File: src/rtl/fp32_normalize_shifter.sv
// Normalise a raw 49-bit mantissa with a leading-one shift code, round to nearest-even and pack binary32.
// Latency: valid_out follows valid_in by exactly 2 clocks; sign/exp/mant lead shift_code by ALIGN_DELAY clocks.
// Backpressure: none; valid-only pipeline accepting one op per clock.
//
// Ports:
//   clk, rst                 rising-edge clock, synchronous active-high reset
//   valid_in, shift_code     encoder output: 0x80 = right 1, 0..47 = left n, 0x40 = zero, else illegal
//   sign_in, exp_in, mant_in operand fields (hidden one at mant bit 47)
//   valid_out, out_data      packed {sign, exp, frac}; held while valid_out = 0
//   overflow, underflow, code_err  per-op flags, updated only with valid_out
module fp32_normalize_shifter #(
    parameter bit          ROUND_EN    = 1'b1,
    parameter int unsigned ALIGN_DELAY = 1
) (
    input  logic        clk,
    input  logic        rst,
    input  logic        valid_in,
    input  logic [7:0]  shift_code,
    input  logic        sign_in,
    input  logic [7:0]  exp_in,
    input  logic [48:0] mant_in,
    output logic        valid_out,
    output logic [31:0] out_data,
    output logic        overflow,
    output logic        underflow,
    output logic        code_err
);

    // Operand fields aligned to the shift_code cycle
    logic        sign_a;
    logic [7:0]  exp_a;
    logic [48:0] mant_a;

    generate
        if (ALIGN_DELAY == 1) begin : g_align
            // Data-only register: qualification comes from valid_in, so no reset needed
            always_ff @(posedge clk) begin
                sign_a <= sign_in;
                exp_a  <= exp_in;
                mant_a <= mant_in;
            end
        end else begin : g_no_align
            assign sign_a = sign_in;
            assign exp_a  = exp_in;
            assign mant_a = mant_in;
        end
    endgenerate

    // ---------------- Stage 1: decode + coarse (byte) shift ----------------
    logic               code_right, code_left, code_zero, code_bad;
    logic [47:0]        m1;
    logic signed [9:0]  e1;
    logic [2:0]         fine1;

    always_comb begin
        code_right = (shift_code == 8'h80);
        code_left  = (shift_code[7:6] == 2'b00) && (shift_code[5:0] <= 6'd47);
        code_zero  = (shift_code == 8'h40);
        code_bad   = !(code_right || code_left || code_zero);
        m1    = '0;
        e1    = '0;
        fine1 = '0;
        if (code_right) begin
            // Carry-out into bit 48: move it down to the hidden position
            m1 = mant_a[48:1];
            e1 = $signed({2'b00, exp_a}) + 10'sd1;
        end else if (code_left) begin
            // Bit 48 is necessarily clear for a left-shift code, so 48 bits suffice
            m1    = mant_a[47:0] << {shift_code[5:3], 3'b000};
            e1    = $signed({2'b00, exp_a}) - $signed({4'b0000, shift_code[5:0]});
            fine1 = shift_code[2:0];
        end
    end

    logic               s1_vld, s1_sign, s1_zero, s1_err;
    logic [47:0]        s1_m;
    logic signed [9:0]  s1_e;
    logic [2:0]         s1_fine;

    always_ff @(posedge clk) begin
        if (rst) begin
            s1_vld <= 1'b0;
        end else begin
            s1_vld <= valid_in;
        end
        s1_sign <= sign_a;
        s1_zero <= code_zero || code_bad;
        s1_err  <= code_bad;
        s1_m    <= m1;
        s1_e    <= e1;
        s1_fine <= fine1;
    end

    // ---------------- Stage 2: fine shift, round, classify, pack ----------------
    logic [47:0]        m2;
    logic               hidden_unused;
    logic [22:0]        frac;
    logic               guard, sticky, round_up;
    logic [23:0]        frac_sum;
    logic signed [9:0]  e2;
    logic [31:0]        pack;
    logic               ovf, unf;

    always_comb begin
        m2            = s1_m << s1_fine;
        // The hidden one is implied in the packed format and never stored
        hidden_unused = m2[47];
        frac          = m2[46:24];
        guard         = m2[23];
        sticky        = |m2[22:0];
        round_up      = ROUND_EN && guard && (sticky || frac[0]);
        frac_sum      = {1'b0, frac} + {23'd0, round_up};
        // On carry-out the low 23 bits are already zero; only the exponent bumps
        e2            = s1_e + $signed({9'd0, frac_sum[23]});
        ovf           = 1'b0;
        unf           = 1'b0;
        if (s1_zero) begin
            pack = {s1_sign, 31'd0};
        end else if (e2 >= 10'sd255) begin
            pack = {s1_sign, 8'hFF, 23'd0};
            ovf  = 1'b1;
        end else if (e2 <= 10'sd0) begin
            pack = {s1_sign, 31'd0};
            unf  = 1'b1;
        end else begin
            pack = {s1_sign, e2[7:0], frac_sum[22:0]};
        end
    end

    always_ff @(posedge clk) begin
        if (rst) begin
            valid_out <= 1'b0;
            out_data  <= '0;
            overflow  <= 1'b0;
            underflow <= 1'b0;
            code_err  <= 1'b0;
        end else begin
            valid_out <= s1_vld;
            if (s1_vld) begin
                out_data  <= pack;
                overflow  <= ovf;
                underflow <= unf;
                code_err  <= s1_err;
            end
        end
    end

endmodule
File: config.mk
export PLATFORM = sky130hd
export DESIGN_NAME = fp32_normalize_shifter
export DESIGN_NICKNAME = d
export VERILOG_FILES = /design/src/rtl/fp32_normalize_shifter.sv
export SDC_FILE = /design/constraint.sdc
export NUM_CORES = 1
export LEC_CHECK = 0
export BUFFER_PORTS_ARGS = -buffer_cell sky130_fd_sc_hd__buf_2
export CORE_ASPECT_RATIO = 1.4
export CORE_UTILIZATION = 60
export DETAILED_ROUTE_END_ITERATION = 8
export HOLD_SLACK_MARGIN = 0.05
export MAX_ROUTING_LAYER = met4
export PLACE_DENSITY = 0.92
export SLEW_MARGIN = 20
export SYNTH_ARGS = -nofsm -noshare
export SYNTH_HDL_FRONTEND = slang
export SYNTH_SLANG_ARGS = --single-unit
File: constraint.sdc
create_clock -name clk -period 10.5 [get_ports clk]
set_clock_uncertainty 0.15 [all_clocks]
set_input_delay 1.05 -clock clk [delete_from_list [all_inputs] [get_ports clk]]
set_output_delay 1.05 -clock clk [all_outputs]
set_load 0.02 [all_outputs]
==> results of run 1 <==
-- per-stage QoR --
step / setup slack, ps / utilization / hold slack [ps] / instance area, sq um / instances
6_report: 4730 / 0.694 / 180 / 8890 / 1065
5_1_grt: 4400 / 0.694 / 198 / 8890 / 1065
4_1_cts: 4430 / 0.693 / 182 / 8880 / 1065
3_5_place_dp: 4590 / 0.649 / 170 / 8320 / 1033
3_3_place_gp: 4640 / 0.649 / 165 / 8320 / 1033
2_1_floorplan: 6200 / - / 160 / 7850 / 821
-- cells in the final DEF (no fill, tap or decap), types with 9 or more instances in the layout --
master	count
nand2b_1	13
nor3_1	9
xnor2_1	16
ha_1	10
o22ai_1	18
inv_1	10
dfxtp_1	156
clkbuf_16	17
a22o_1	39
a31oi_1	11
a32o_1	16
mux4_2	11
buf_2	103
mux2i_1	69
nand3_1	18
xor2_1	16
nand2_1	90
nor2_1	52
nor2b_1	20
o21ai_0	35
mux2_1	9
a21oi_1	35
mux2_2	15
-- layout make-up --
cell class	instances	area (sq um)
sequential	157	3150
inverter	13	76.3
fill	944	3930
clock inverter	15	143
timing repair buffer	111	576
clock buffer	17	425
multi-input combinational	599	4330
tap	153	191
-- cells by family (layout without fill, tap and decap cells) --
| group | Yosys count | count (layout) | synth area share |
|---|---|---|---|
| DFF | 157 | 157 | 0.401 |
| and+or+nand+nor | 253 | 253 | 0.163 |
| xor gates and xnor gates | 32 | 32 | 0.0357 |
| buffers and inverters | 65 | 156 | 0.0485 |
| muxes | 105 | 105 | 0.156 |
| AOI/OAI and AO/OA | 198 | 198 | 0.178 |
| adders and majority gates | 11 | 11 | 0.0185 |
-- registers in the layout, indices dropped and copies added (netlist names) --
register   count
s1_m          47
exp_a          8
s1_fine        3
valid_out      1
s1_zero        1
code_err       1
sign_a         1
s1_sign        1
overflow       1
mant_a        48
out_data      32
s1_e          10
s1_vld         1
underflow      1
s1_err         1
-- path summary, 6_finish.rpt --
kind,from,to,slack (ps)
max,s1_fine[1],out_data[3],4730
max reg2reg,s1_fine[1],out_data[3],4730
min reg2reg,sign_a,s1_sign,180
min,sign_a,s1_sign,180
-- synth_stat cells (7+ instances only) --
master    count  share of area
nor2b_1      20          0.016
clkbuf_1     34          0.016
ha_1         10          0.016
nor2_1       52          0.025
xor2_1       16          0.018
a22o_1       39          0.044
dfxtp_1     157           0.40
nand3_1      18          0.011
o22ai_1      18          0.014
xnor2_1      16          0.018
mux2i_1      69          0.088
a211oi_1      8         0.0077
nand2_1      90          0.043
nor3_1        9         0.0057
inv_1        10         0.0048
nand2b_1     13          0.010
o21ai_0      35          0.022
mux2_1        9          0.013
a31oi_1      11         0.0088
a21oi_1      35          0.022
mux2_2       15          0.022
mux4_2       11          0.032
nand4_1       7         0.0056
a32o_1       16          0.020
-- power by group through the flow --
stage          logic, mW  registers (mW)  clock network (mW)
4_1_cts            0.132           0.639               0.588
3_3_place_gp       0.127           0.651                   0
3_5_place_dp       0.130           0.652                   0
6_report           0.134           0.640               0.582
2_1_floorplan      0.101           0.644                   0
5_1_grt            0.145           0.642               0.615
-- layer usage --
metal,wire (microns),part of all wire,track usage,vias up
met4,646,0.035,0.151,0
met5,0,0,-,-
met1,7200,0.39,0.315,3110
li1,-,-,-,3173
met2,9410,0.51,0.489,369
met3,1220,0.066,0.0558,70
-- worst max-delay path, delay by kind of cell, from the launching register on --
family,cells,cell delay [ps]
DFF,1,770
AOI/OAI and AO/OA,5,1070
buffers and inverters,1,240
adders and majority gates,2,720
and+or+nand+nor,6,2110
muxes,2,620
==> flow_metrics.py, run 1 <==
metrics = {
    "logic_synthesis": {
        "yosys.cell_types.count": 77,
        "synth_fp_nets": 901,
        "synthesis.instances": 821,
        "synth_flop_cell": "dfxtp_1",
        "syn_area_sq_mm": 0.00785,
        "yosys_register_bits": 157,
        "yosysSeqAreaShare": 0.401,
        "syn_area_cell_sq_um": 9.56,
        "synthesis.yosys.warnings": 0,
        "synth-edff-count": 0,
        "ys_async_sr_fraction": 0,
    },
    "drt": {
        "dr.first_iter.drc_count": 592,
        "drc_errors": 5,
        "drt-total-wl_mm": 18.5,
        "route.detailed.wl_per_inst_microns": 17.4,
        "dr.pass1.iters": 7,
        "route.antenna.remaining_nets": 0,
        "routed-via-count": 6722,
        "via_per_inst": 6.31,
    },
    "clock_tree": {
        "cts-buffers-inserted": 17,
        "clock_tree.htree_level_count": 4,
        "clk_path_buf_depth": 2,
        "postCtsResizedCells": 0,
        "clk_transition_reported_paths_ps": 60,
        "tritoncts": "yes",
        "clock_tree.root_cell": "clkbuf_16",
        "postCtsSetupBuffers": 0,
        "cts-hold-fix-buffers": 0,
        "clkLatencyLatePin_ps": 430,
        "numClockSinks": 157,
    },
    "pwr": {
        "power.internal_mw": 0.991,
        "pwr_density_cell_mw_per_mm2": 153,
        "power_switching_mw": 0.365,
        "static-leakage-power_nw": 3.67,
        "worst_ir_drop_vdd_v": 0.000118,
        "power.share.switching": 0.269,
        "design_power_total_mw": 1.36,
        "seq_power_share": 0.472,
        "comb_power_share": 0.099,
        "p_clk_frac": 0.429,
    },
    "critical_path": {
        "worst_ep_arrival_time_ps": 5970,
        "worst_path_largest_cell_delay_ps": 770,
        "startpoint_kind_of_the_worst_setup_timing_path": "flop",
        "crit_path_end_kind": "flop",
        "critical_path_peak_fanout": 47,
        "slowest_stage": "dfxtp_4",
        "worst-endpoint-required_ps": 10700,
        "criticalPathCategory": "flop to flop",
        "timing.reg2reg.worst_path_depth": 16,
        "crit_chain": "mux2i_1, mux2_2, or3_4, a222oi_1, buf_4, nand2_1, nor3_1, ha_1, ha_1, nand2b_1, o21ai_0, a22oi_1, o41ai_1, nor3_1, nand4_1, a21oi_1",
    },
    "timing": {
        "min_period_ps": 5770,
        "fin_tns_setup_ps": 0,
        "grt_setup_unrepaired": "false",
        "finalSetupViolations": 0,
        "timing.slew.headroom": 0.354,
        "report.final.slew_viol_count": 0,
        "worstMarginPinSlew_ps": 965,
        "fmaxAchievable_mhz": 173,
        "period_share": 0.549,
        "timing_hold_violations_final": 0,
    },
    "layout": {
        "drive_above_1_share": 0.211,
        "area.growth.synth_to_final_pct": 13.2,
        "num_antenna_cells": 0,
        "nets": 979,
    },
    "worst_hold_path": {
        "hold_path_depth": 0,
        "timing.hold.worst.class": "flop to flop",
    },
    "floorplan": {
        "io_pins": 105,
        "die_area_sq_mm": 0.0135,
        "die_height_microns": 137,
        "starting_density_of_the_core": 0.612,
        "die_width_microns": 98.7,
        "fp-row-count": 49,
        "core_area_sq_mm": 0.0128,
    },
    "global_route": {
        "antenna_found_initial": 0,
        "via_count_of_the_first_global_routing_pass": 6224,
        "grt_pass1_wl_mm": 29.7,
        "grtUsageTotal": 0.285,
        "grt-ovfl-total": 0,
        "grt_start_max_net_pins": 53,
    },
    "placed_design": {
        "hpwl_reported_at_the_end_of_detailed_placement_mm": 12.8,
        "gp_routability_congestion": 0.906,
        "port_buffers": 103,
    },
    "outcome": {
        "violations_in_the_final_reports": "design-rule violations",
        "run_status": "complete, but fails checks",
    },
    "flow_run": {
        "max_cap_violations": 0,
    },
}
Note: power is estimated with default switching activity, not from simulation.
==> run 2, diff against run 1 <==
--- a/config.mk
+++ b/config.mk
@@ -5,13 +5,14 @@
 export SDC_FILE = /design/constraint.sdc
 export NUM_CORES = 1
 export LEC_CHECK = 0
+export ABC_AREA = 1
 export BUFFER_PORTS_ARGS = -buffer_cell sky130_fd_sc_hd__buf_2
 export CORE_ASPECT_RATIO = 1.4
-export CORE_UTILIZATION = 60
+export CORE_UTILIZATION = 52
 export DETAILED_ROUTE_END_ITERATION = 8
 export HOLD_SLACK_MARGIN = 0.05
 export MAX_ROUTING_LAYER = met4
-export PLACE_DENSITY = 0.92
+export PLACE_DENSITY = 0.85
 export SLEW_MARGIN = 20
 export SYNTH_ARGS = -nofsm -noshare
 export SYNTH_HDL_FRONTEND = slang
==> constraint.sdc (replaced) <==
create_clock -name clk -period 5.25 [get_ports clk]
set_clock_uncertainty 0.15 [all_clocks]
set_input_delay 0.525 -clock clk [delete_from_list [all_inputs] [get_ports clk]]
set_output_delay 0.525 -clock clk [all_outputs]
set_load 0.02 [all_outputs]
==> flow_metrics.py, run 2 <==
metrics = {
    "pwr": {
        "static-leakage-power_nw": 4.21,
        "worst_ir_drop_vdd_v": 0.000265,
        "seq_power_share": 0.437,
        "p_clk_frac": 0.450,
        "pwr_density_cell_mw_per_mm2": 305,
        "power.share.switching": 0.263,
        "comb_power_share": 0.114,
        "power_switching_mw": 0.757,
        "power.internal_mw": 2.13,
    },
    "layout": {
        "fillerInstances": 1238,
        "nets": 1299,
        "drive_above_1_share": 0.170,
        "num_antenna_cells": 0,
        "reg.largest.list": "mant_a (48), s1_m (47), out_data (32)",
        "mostFrequentLayoutCell": "nand2_1",
        "area.growth.synth_to_final_pct": 23.0,
        "regMostFlops": "mant_a",
        "commonest_cells_after_routing_fill_and_taps_aside": "nand2_1 (260), dfxtp_1 (157), nand3_1 (139), buf_2 (103), inv_1 (98)",
        "number_of_flip_flops_under_the_largest_register_name": 48,
    },
    "clock_tree": {
        "clk_path_buf_depth": 2,
        "clkLatencyLatePin_ps": 430,
        "clock_tree.htree_level_count": 4,
        "clock_tree.root_cell": "clkbuf_16",
        "clk_transition_reported_paths_ps": 70,
        "tritoncts": "yes",
        "cts-buffers-inserted": 17,
        "numClockSinks": 157,
        "postCtsResizedCells": 0,
    },
    "logic_synthesis": {
        "synthesis.instances": 1080,
        "synthDominantCellAreaShare": 0.410,
        "most_numerous_cell_types_in_the_synthesized_netlist": "nand2_1 (260), dfxtp_1 (157), nand3_1 (139)",
        "yosysMostFrequentCell": "nand2_1",
        "syn_area_cell_sq_um": 7.11,
        "synth_top_cell_by_area": "dfxtp_1",
        "yosys_register_bits": 157,
        "syn_area_sq_mm": 0.00767,
        "ys_async_sr_fraction": 0,
        "synthesis.yosys.warnings": 0,
        "synth_flop_cell": "dfxtp_1",
        "yosys.cell_types.count": 51,
        "ys_top_cells_by_area": "dfxtp_1 (41%), nand2_1 (13%), nand3_1 (9.1%)",
        "synth_fp_nets": 1160,
        "synth-edff-count": 0,
        "yosysSeqAreaShare": 0.410,
    },
    "global_route": {
        "grt_pass1_wl_mm": 33.9,
        "grtUsageTotal": 0.286,
        "grt_start_max_net_pins": 74,
        "via_count_of_the_first_global_routing_pass": 7292,
        "grt-ovfl-total": 0,
        "antenna_found_initial": 0,
    },
    "critical_path": {
        "ff_to_ff_setup_slack_ps": 950,
        "critPathTopFamily": "simple AND/OR/NAND/NOR gates",
        "buffering_stage_count_on_the_worst_path_with_inverters_included": 3,
        "critical-path-top-cell-by-count": "nand3_1",
        "worst-endpoint-required_ps": 5440,
        "crit_chain": "buf_4, clkinv_4, nand2_1, nand3_1, nand2_2, o21ai_2, nand2_2, nor2_4, nand3_1, nor2_1, nor4b_2, ha_1, ha_1, nand3_1, nor2_1, nand3_1, o21ai_1, nand2_1, nand3_2, nand3_2, nor2_4, buf_12, nand3_1, a21oi_1",
        "critical_path_peak_fanout": 33,
        "timing.reg2reg.worst_path_depth": 24,
        "worst_path_largest_cell_delay_ps": 310,
        "regToRegStartpoint": "s1_fine[0]",
        "crit_path_end_kind": "flop",
        "slowest_stage": "ha_1",
        "criticalPathCategory": "flop to flop",
        "reg2reg_to": "out_data[20]",
        "worst_ep_arrival_time_ps": 4490,
        "startpoint_kind_of_the_worst_setup_timing_path": "flop",
    },
    "worst_hold_path": {
        "hp-start": "exp_in[2]",
        "hold_path_depth": 1,
        "timing.hold.worst.class": "input pin to flop",
        "holdPathEnd": "exp_a[2]",
    },
    "placed_design": {
        "dp_worst_setup_slack_ps": 1030,
        "port_buffers": 103,
        "hpwl_reported_at_the_end_of_detailed_placement_mm": 13.9,
        "gp_routability_congestion": 0.984,
    },
    "drt": {
        "dr.first_iter.drc_count": 580,
        "route.detailed.wl_per_inst_microns": 14.4,
        "route.antenna.remaining_nets": 0,
        "routed-via-count": 7740,
        "drc_errors": 0,
        "via_per_inst": 5.45,
        "drt-total-wl_mm": 20.5,
        "dr.pass1.iters": 5,
    },
    "timing": {
        "timing.slew.headroom": 0.353,
        "grt_setup_unrepaired": "false",
        "fmaxAchievable_mhz": 233,
        "finalSetupViolations": 0,
        "fin_tns_setup_ps": 0,
        "finalWorstSetupSlack_ps": 951,
        "period_share": 0.819,
        "worstMarginPinSlew_ps": 966,
        "min_period_ps": 4300,
        "report.final.slew_viol_count": 0,
        "hold_slack_ps": 65.1,
        "timing_hold_violations_final": 0,
    },
    "floorplan": {
        "starting_density_of_the_core": 0.531,
        "core_area_sq_mm": 0.0144,
        "die_area_sq_mm": 0.0153,
        "die_width_microns": 105,
        "io_pins": 105,
        "fp-row-count": 52,
        "die_height_microns": 146,
    },
    "flow_run": {
        "max_cap_violations": 0,
    },
    "outcome": {
        "run_status": "finished, final reports clean",
    },
}
==> run 2: cell count changes after synthesis, moves of 13 or more <==
cell / before / now
nand2b_1: 13 / 0
mux2_2: 15 / 0
nand2_1: 90 / 260
mux2i_1: 69 / 0
a21oi_1: 35 / 50
inv_1: 10 / 98
a22o_1: 39 / 3
nand2_2: 0 / 23
nand3_1: 18 / 139
nor2_1: 52 / 76
o21ai_0: 35 / 81
nor2b_1: 20 / 0
a32o_1: 16 / 1
==> run 2: per-stage QoR <==
step | total power [mW] | cells | area, sq um | util
floorplan | 1.48 | 1080 | 7670 | -
global placement | 1.56 | 1333 | 8260 | 0.572
detailed placement | 1.57 | 1333 | 8260 | 0.572
CTS | 2.88 | 1421 | 9440 | 0.654
global route | 2.99 | 1421 | 9440 | 0.654
finish | 2.88 | 1421 | 9440 | 0.654
==> run 2: kinds of logic after synthesis <==
logic type	count (synthesis)	share of synthesized area
adders and majority gates	11	0.0189
buffers and inverters	156	0.0871
AOI/OAI and AO/OA	198	0.148
and+or+nand+nor	543	0.319
xor gates and xnor gates	15	0.0171
DFF	157	0.410
==> run 2: worst max path at each step <==
stage / from / endpoint / slack (ps) / cells after the start
after floorplan: s1_fine[0] / out_data[21] / 1780 / 24
after global placement: s1_fine[0] / out_data[0] / 1100 / 23
after CTS: s1_fine[0] / out_data[20] / 940 / 24
after detailed placement: s1_fine[0] / out_data[20] / 1030 / 24
final: s1_fine[0] / out_data[20] / 950 / 24
after global routing: s1_fine[0] / out_data[0] / 510 / 24
==> run 2: power groups by stage <==
stage / Sequential (mW) / Combinational (mW) / Clock (mW)
floorplan: 1.28 / 0.204 / 0
global placement: 1.28 / 0.279 / 0
global route: 1.26 / 0.363 / 1.37
finish: 1.26 / 0.328 / 1.30
CTS: 1.26 / 0.318 / 1.31
detailed placement: 1.28 / 0.284 / 0
==> run 2: cell type report <==
type / count / area [sq um] / share of cell area
Inverter: 105 / 399 / 0.0423
Sequential cell: 157 / 3140 / 0.333
Multi-Input combinational cell: 767 / 3860 / 0.409
Tap cell: 189 / 236 / 0.0250
Timing Repair Buffer: 171 / 1180 / 0.125
Clock inverter: 15 / 196 / 0.0208
Clock buffer: 17 / 425 / 0.0451
==> run 2: per-layer routing <==
layer	GRT usage	vias to the layer above	share of wire
li1	-	3853	-
met1	0.325	3429	0.40
met2	0.478	383	0.49
met3	0.0443	75	0.064
met4	0.162	0	0.049
met5	-	-	0
==> run 2: what timing repair did <==
action / in CTS / in global routing
endpoints found under the setup margin: 0 / 0
hold buffers: 56 / 0
endpoints found under the hold margin: 56 / 0
buffers inserted: 0 / 0
==> run 2: worst reg2reg max path, cell delays in order, from the launching register on <==
cell	delay [ps]
dfxtp_1	300
buf_4	230
clkinv_4	260
nand2_1	140
nand3_1	110
nand2_2	70
o21ai_2	190
nand2_2	110
nor2_4	140
nand3_1	190
nor2_1	150
nor4b_2	250
ha_1	310
ha_1	220
nand3_1	120
nor2_1	160
nand3_1	130
o21ai_1	140
nand2_1	110
nand3_2	100
nand3_2	100
nor2_4	130
buf_12	160
nand3_1	120
a21oi_1	140
==> run 3, diff against run 2 <==
--- a/config.mk
+++ b/config.mk
@@ -8,11 +8,11 @@
 export ABC_AREA = 1
 export BUFFER_PORTS_ARGS = -buffer_cell sky130_fd_sc_hd__buf_2
 export CORE_ASPECT_RATIO = 1.4
-export CORE_UTILIZATION = 52
+export CORE_UTILIZATION = 58
 export DETAILED_ROUTE_END_ITERATION = 8
 export HOLD_SLACK_MARGIN = 0.05
 export MAX_ROUTING_LAYER = met4
-export PLACE_DENSITY = 0.85
+export PLACE_DENSITY = 0.89
 export SLEW_MARGIN = 20
 export SYNTH_ARGS = -nofsm -noshare
 export SYNTH_HDL_FRONTEND = slang
==> constraint.sdc (replaced) <==
create_clock -name clk -period 4.1 [get_ports clk]
set_clock_uncertainty 0.15 [all_clocks]
set_input_delay 0.41 -clock clk [delete_from_list [all_inputs] [get_ports clk]]
set_output_delay 0.41 -clock clk [all_outputs]
set_load 0.02 [all_outputs]
==> flow_metrics.py, run 3 (synthesis gave the netlist of run 2 again) <==
metrics = {
    "layout": {
        "regMostFlops": "mant_a",
        "area.growth.synth_to_final_pct": 27.1,
        "final_core_util": 0.758,
        "mostFrequentLayoutCell": "nand2_1",
        "reg.largest.list": "mant_a (48), s1_m (47), out_data (32)",
        "nets": 1316,
        "instances_no_fill": 1402,
        "num_antenna_cells": 0,
        "fillerInstances": 949,
        "design_area_sq_mm": 0.00976,
        "number_of_flip_flops_under_the_largest_register_name": 48,
        "drive_above_1_share": 0.195,
        "commonest_cells_after_routing_fill_and_taps_aside": "nand2_1 (256), dfxtp_1 (156), nand3_1 (134), buf_2 (103), inv_1 (98)",
    },
    "global_route": {
        "via_count_of_the_first_global_routing_pass": 7299,
        "grtUsageTotal": 0.328,
        "grt_start_max_net_pins": 57,
        "antenna_found_initial": 0,
        "grt_pass1_wl_mm": 34.5,
        "grt-ovfl-total": 0,
    },
    "placed_design": {
        "gp_routability_congestion": 1.00,
        "port_buffers": 103,
        "hpwl_reported_at_the_end_of_detailed_placement_mm": 14.3,
        "dp_worst_setup_slack_ps": 98.4,
        "placement.cell_area_sq_mm": 0.00826,
        "number_of_instances_in_the_placed_design": 1300,
    },
    "drt": {
        "met2RoutedLength_mm": 11.4,
        "drt-total-wl_mm": 22.5,
        "via_per_inst": 5.73,
        "detailroute.wirelength.met3_mm": 1.41,
        "route.detailed.wl_per_inst_microns": 16.0,
        "dr.pass1.iters": 5,
        "topRoutingLayerUsed": "met4",
        "m1WireLength_mm": 8.40,
        "drc_errors": 0,
        "route.antenna.remaining_nets": 0,
        "routed-via-count": 8036,
        "dr.first_iter.drc_count": 626,
    },
    "clock_tree": {
        "numClockSinks": 157,
        "clock_tree.root_cell": "clkbuf_16",
        "clk_path_buf_depth": 2,
        "clock_tree.htree_level_count": 4,
        "cts-buffers-inserted": 17,
        "tritoncts": "yes",
        "clk_transition_reported_paths_ps": 60,
        "clkLatencyLatePin_ps": 440,
    },
    "flow_run": {
        "max_cap_violations": 0,
    },
    "floorplan": {
        "starting_density_of_the_core": 0.596,
        "die_height_microns": 138,
        "core_area_sq_mm": 0.0129,
        "io_pins": 105,
        "die_area_sq_mm": 0.0137,
        "die_width_microns": 99.2,
        "fp-row-count": 49,
    },
    "timing": {
        "report.final.slew_viol_count": 0,
        "period_share": 0.966,
        "fmaxAchievable_mhz": 252,
        "min_period_ps": 3960,
        "timing_hold_violations_final": 0,
        "worstMarginPinSlew_ps": 1140,
        "timing.slew.headroom": 0.235,
        "finalWorstSetupSlack_ps": 137,
        "finalSetupViolations": 0,
    },
    "critical_path": {
        "critical_path_peak_fanout": 16,
        "worst_ep_arrival_time_ps": 4180,
        "ff_to_ff_setup_slack_ps": 140,
        "crit_path_end_kind": "flop",
        "worst-endpoint-required_ps": 4310,
        "startpoint_kind_of_the_worst_setup_timing_path": "flop",
        "criticalPathCategory": "flop to flop",
    },
    "pwr": {
        "static-leakage-power_nw": 4.34,
        "worst_ir_drop_vdd_v": 0.000386,
        "design_power_total_mw": 3.68,
        "pwr_density_cell_mw_per_mm2": 377,
    },
    "outcome": {
        "run_status": "finished, final reports clean",
    },
    "worst_hold_path": {
        "timing.hold.worst.class": "input pin to flop",
    },
}
[run 3: path summary, 6_finish.rpt]
| path | to | from | cells past startpoint |
|---|---|---|---|
| setup / recovery | out_data[21] | s1_fine[0] | 24 |
| hold reg to reg | s1_sign | sign_a | 0 |
| hold / removal | s1_fine[0] | shift_code[0] | 3 |
| setup reg to reg | out_data[21] | s1_fine[0] | 24 |
[run 3: metrics by stage]
stage	TNS (ps)	hold WS, ps
2_1_floorplan	0	160
3_5_place_dp	0	166
6_report	0	69.4
3_3_place_gp	0	161
5_1_grt	-1790	83.1
4_1_cts	0	80.1
[run 3: critical path, stage by stage (launching register included)]
cell and delay [ps]:
dfxtp_4 370, clkbuf_16 190, inv_8 120, nand2_1 90, nand3_1 100, nand3_1 110, nand2_2 130, nand2_1 100
nor2_4 130, nand3_4 120, nor2_4 140, nor4b_4 230, ha_2 260, ha_4 150, nand3_2 100, nor2_2 150
nand3_2 100, o21ai_2 150, nand2_2 80, nand3_2 100, nand3_4 100, nor2_4 300, clkbuf_16 210, nand3_1 90
a21oi_2 110
[run 3: final cells by class]
class	count	area, sq um	share of cell area
well taps	153	191	0.0196
flip-flops and latches	157	3150	0.323
repair buffers	187	1390	0.143
clock buffers	20	457	0.0468
inverters	105	420	0.0431
multi-input cells	767	3990	0.409
clock inverters	12	149	0.0153
repair inverters	1	11.3	0.00115
[run 3: where the power goes]
group	switching [mW]	internal, mW
clock network	0.671	0.945
registers	0.0355	1.58
logic	0.274	0.177
[run 3: timing repair]
item / in CTS / in global routing
gates resized for setup: 0 / 34
buffers inserted: 0 / 5
endpoints found under the hold margin: 58 / 0
setup endpoints to repair: 0 / 33
hold buffers: 58 / 0
[run 3: per-layer routing]
layer / vias to the layer above / GRT usage
met5: - / -
met4: 0 / 0.197
met3: 107 / 0.0455
met2: 436 / 0.548
met1: 3612 / 0.368
li1: 3881 / -
